`src/rtl/esp_uart_tx_arb.sv`:
```
// esp_uart_tx_arb: message-granular round-robin arbiter sharing one UART transmitter
// between two byte streams, with CTS hold-off, line break and lock timeout.
module esp_uart_tx_arb #(
    parameter int TO_W         = 16,
    parameter int LOCK_TIMEOUT = 50000,
    parameter bit CTS_EN       = 1'b1
) (
    input  logic       clk,
    input  logic       rst_n,
    input  logic [7:0] req0_data,
    input  logic       req0_valid,
    input  logic       req0_last,
    output logic       req0_ready,
    input  logic       req0_brk,
    input  logic [7:0] req1_data,
    input  logic       req1_valid,
    input  logic       req1_last,
    output logic       req1_ready,
    input  logic       uart_cts,
    output logic [7:0] tx_data,
    output logic       tx_valid,
    output logic       tx_break,
    input  logic       tx_busy,
    output logic       owner,
    output logic       locked,
    output logic       lock_timeout
);
    typedef enum logic [2:0] {S_IDLE, S_ISSUE, S_GUARD, S_DRAIN, S_BREAK} state_t;
    state_t          state, state_nx;
    logic            cts_m, cts_s;
    logic            rr;
    logic [TO_W-1:0] cnt;
    logic            sel, brk_go, rdy, acc, acc_last, own_valid, expire;
    logic [7:0]      acc_data;

    always_ff @(posedge clk) begin
        cts_m <= uart_cts;
        cts_s <= cts_m;
    end

    // A lock pins the grant to the owner; otherwise a tie goes to the port that did not win last.
    always_comb begin
        sel        = locked ? owner : (req0_valid && req1_valid) ? ~rr : req1_valid;
        brk_go     = !locked && req0_brk;
        rdy        = state == S_IDLE && !tx_busy && !(CTS_EN && cts_s) && !brk_go;
        req0_ready = rdy && !sel;
        req1_ready = rdy && sel;
        acc        = sel ? req1_valid && req1_ready : req0_valid && req0_ready;
        acc_data   = sel ? req1_data : req0_data;
        acc_last   = sel ? req1_last : req0_last;
        own_valid  = owner ? req1_valid : req0_valid;
        expire     = state == S_IDLE && locked && !own_valid && cnt == TO_W'(LOCK_TIMEOUT - 1);
        tx_valid   = state == S_ISSUE;
        tx_break   = state == S_BREAK;
    end

    always_comb begin
        state_nx = state;
        case (state)
            S_IDLE:  state_nx = brk_go ? S_BREAK : acc ? S_ISSUE : S_IDLE;
            S_ISSUE: state_nx = S_GUARD;
            S_GUARD: state_nx = S_DRAIN;
            S_DRAIN: state_nx = tx_busy ? S_DRAIN : S_IDLE;
            S_BREAK: state_nx = req0_brk ? S_BREAK : S_IDLE;
            default: state_nx = S_IDLE;
        endcase
    end

    always_ff @(posedge clk) begin
        if (!rst_n) begin
            state        <= S_IDLE;
            tx_data      <= '0;
            owner        <= 1'b0;
            rr           <= 1'b1;
            locked       <= 1'b0;
            cnt          <= '0;
            lock_timeout <= 1'b0;
        end else begin
            state        <= state_nx;
            lock_timeout <= expire;
            if (acc) begin
                tx_data <= acc_data;
                owner   <= sel;
                rr      <= sel;
                locked  <= !acc_last;
                cnt     <= '0;
            end else if (expire) begin
                locked <= 1'b0;
                cnt    <= '0;
            end else if (!locked) begin
                cnt <= '0;
            end else if (state == S_IDLE && !own_valid) begin
                cnt <= cnt + TO_W'(1);
            end
        end
    end
endmodule
```
`config.mk`:
```
export PLATFORM = sky130hd
export DESIGN_NAME = esp_uart_tx_arb
export DESIGN_NICKNAME = d
export VERILOG_FILES = /design/src/rtl/esp_uart_tx_arb.sv
export SDC_FILE = /design/constraint.sdc
export NUM_CORES = 1
export LEC_CHECK = 0
export BUFFER_PORTS_ARGS = -buffer_cell sky130_fd_sc_hd__buf_2
export CAP_MARGIN = 20
export CORE_UTILIZATION = 52
export DETAILED_ROUTE_END_ITERATION = 6
export GPL_TIMING_DRIVEN = 1
export PLACE_DENSITY = 0.81
export SLEW_MARGIN = 10
export SYNTH_ARGS = -nofsm -noshare
export SYNTH_HDL_FRONTEND = slang
export SYNTH_SLANG_ARGS = --single-unit
export TNS_END_PERCENT = 1
```
`constraint.sdc`:
```
create_clock -name clk -period 2.2 [get_ports clk]
set_input_delay 0.33 -clock clk [delete_from_list [all_inputs] [get_ports clk]]
set_output_delay 0.33 -clock clk [all_outputs]
set_load 0.03 [all_outputs]
```
==> impl_metrics.tcl <==
set metrics [dict create \
    cp_max_fo 5 \
    startpoint_type "flop" \
    r2r_end "cnt[12]" \
    synth_cell_types 39 \
    first_global_vias 1376 \
    hold_depth 1 \
    fin_worst_skew_ns 0.00494 \
    vias 1439 \
    routed_wl_um 3290 \
    synth-simple-area-share_pct 26.5 \
    worst_pin_slew_ns 0.466 \
    cap_violations 0 \
    grt_usage_pct 22.8 \
    cts_tree "yes" \
    drv_slew 0 \
    power_w 0.00109 \
    io_buffers 39 \
    die_w_um 57.0 \
    placeableCoreArea_mm2 0.00281 \
    gp_congestion 0.826 \
    crit_type "reg2out" \
    synth_top_cell_area_share_pct 42.1 \
    p_int_w 0.000800 \
    synthToLayoutAreaGrowth_pct 19.0 \
    rr_worst_depth 6 \
    synth_area_mm2 0.00157 \
    viasPerCell 5.67 \
    yosysTopAreaCell "dfxtp_1" \
    start_util_pct 56.0 \
    critPathArrivalTime_ns 1.76 \
    max_slew_margin_pct 68.8 \
    multi_input_area_um2 851 \
    cts_buffer_depth 2 \
    netlist_top_cells_area "dfxtp_1, nor2_1, mux2i_1" \
    syn_nets 203 \
    drive_gt1_share_pct 27.4 \
    synth_fa_ha_area_share_pct 0.797 \
    finalSetupViolCount 0 \
    p_clk_share_pct 29.1 \
    synth-seq-area-share_pct 42.1 \
    muxShareOfSynthArea_pct 6.45 \
    ctsHoldBuffers 0 \
    seqCellArea_um2 664 \
    switching_share_pct 26.9 \
    antennaDiodeCount 0 \
    rr_startpoint "state[0]" \
    cts_buffers 5 \
    antenna_left 0 \
    grt_setup_unrepaired "false" \
    ys_warn_count 0 \
    synthFlopType "dfxtp_1" \
    clk_pin_slew_worst_paths_ns 0.10 \
    synth_compound_area_share_pct 14.3 \
    hold_viol_final 0 \
    fillers 240 \
    status "completed" \
    insertion_delay_ns 0.33 \
    io_pins 40 \
    rows 19 \
    fmax_mhz 479 \
    fin_tns_setup_ns 0 \
    period_share_pct 94.9 \
    synth_seq_cells 33 \
    synth_edf_count 0 \
    fin_crit_ns 2.09 \
    drt-pass1-iter-count 4 \
    power_frac_seq_pct 57.1 \
    whs_endpoint "cts_m" \
    syn-mean-instance-area_um2 8.87 \
    routedWlPerCell_um 13.0 \
    syn_inst 177 \
    layout.nets 248 \
    first_iter_violations 32 \
    grt_start_max_net_pins 14 \
    cp-end-kind "output pin" \
    die_h_um 57.0 \
    hp-class "in2reg" \
    drcViolationCount 0 \
    synthXorXnorAreaFrac_pct 6.14 \
    power_density_mw_per_mm2 585 \
    cp.required_ns 1.87 \
    p_sw_w 0.000294 \
    antenna_found_initial 0 \
    worstHoldStart "uart_cts" \
    synth-async-reset-ratio_pct 0 \
    clockRootBuffer "clkbuf_4" \
    synth_top_family_by_area "simple AND/OR/NAND/NOR gates" \
    reg2reg_slack_ns 0.28 \
    die-area_mm2 0.00324 \
    peakVddDrop_v 0.000405 \
    dp_hpwl_um 2560 \
    cts.sinks 33 \
    overflow 0 \
    grt_pass1_wl_um 5750 \
    p_leak_nw 0.757 \
    comb_power_share_pct 13.9 \
    htreeDepth 2 \
]
-- through the flow --
step / cells / cell area, um2 / hold slack [ns] / worst slack [ns] / utilization, %
detailed placement: 244 / 1790 / 0.328 / 0.212 / 64.0
global placement: 244 / 1790 / 0.311 / 0.307 / 64.0
finish: 254 / 1870 / 0.0968 / 0.112 / 66.6
CTS: 254 / 1870 / 0.0861 / 0.00509 / 66.5
floorplan: 177 / 1570 / 0.310 / 0.181 / -
global route: 254 / 1870 / 0.0726 / 0.00296 / 66.6
-- registers in the layout, indices dropped and copies added, names as in the netlist --
signal        flops
owner             1
cts_s             1
state             3
tx_data           8
locked            1
cnt              16
cts_m             1
rr                1
lock_timeout      1
-- kinds of logic after synthesis --
group	after synthesis
AO/OA/AOI/OAI	31
XOR/XNOR	11
adder cells (fa/ha/maj)	1
buffers and inverters	11
flip-flops	33
multiplexers	10
AND/OR/NAND/NOR	80
-- worst max-delay path, stage by stage (launching register included) --
cell	delay [ns]
dfxtp_2	0.35
or3_4	0.40
a2111oi_4	0.21
buf_4	0.17
nor2b_1	0.12
buf_4	0.17
-- cell usage after synthesis (3+ instances only) --
library cell	n
clkbuf_1	4
mux2i_1	9
a211oi_1	8
nand2_1	11
or3_1	3
nand3_1	8
xor2_1	9
and2_1	4
and3_1	4
o21ai_0	5
dfxtp_1	33
nor2_1	27
nand4_1	6
inv_1	3
a21oi_1	10
nor3_1	3
-- power by group through the flow --
stage,logic (W),registers [W],clock network (W)
2_1_floorplan,0.0000812,0.000651,0
3_3_place_gp,0.000141,0.000636,0
3_5_place_dp,0.000147,0.000637,0
6_report,0.000152,0.000624,0.000318
5_1_grt,0.000165,0.000626,0.000357
4_1_cts,0.000152,0.000624,0.000328
-- layout by cell type, fill, tap and decap left out, types with 5 or more instances in the layout --
cell type	count
o21ai_0	5
buf_4	9
mux2i_1	9
a21oi_1	10
xor2_1	9
nand3_1	8
a211oi_1	8
nor2_1	27
buf_2	37
dfxtp_1	30
nand4_1	6
nand2_1	11
clkbuf_4	5
-- final cells by class --
class | count | share of cell area [%]
Sequential cell | 33 | 35.5
Clock buffer | 6 | 2.21
Multi-Input combinational cell | 133 | 45.5
Tap cell | 31 | 2.07
Timing Repair Buffer | 46 | 13.5
Clock inverter | 2 | 0.535
Inverter | 3 | 0.602
-- worst max-delay path by stage --
| stage | startpoint | endpoint | slack [ns] | cells past startpoint |
|---|---|---|---|---|
| 6_report | state[0] | req1_ready | 0.11 | 5 |
| 5_1_grt | state[0] | req1_ready | 0.003 | 5 |
| 4_1_cts | state[2] | req1_ready | 0.005 | 5 |
| 3_5_place_dp | state[2] | tx_data[2] | 0.21 | 6 |
| 3_3_place_gp | state[2] | tx_data[2] | 0.31 | 6 |
| 2_1_floorplan | locked | req0_ready | 0.18 | 4 |
-- routing by layer --
layer	GRT usage [%]	routed length, um	vias to the layer above
li1	-	-	731
met1	26.1	1410	654
met2	39.8	1650	48
met3	7.03	184	6
met4	8.36	46	0
met5	0	0	-
-- what timing repair did --
| item | CTS | global route |
|---|---|---|
| resized for setup | 3 | 2 |
| endpoints found under the setup margin | 2 | 2 |
| buffers inserted | 2 | 0 |
| pin swaps | 1 | 1 |
No activity file was read; power rests on OpenSTA's default activity.
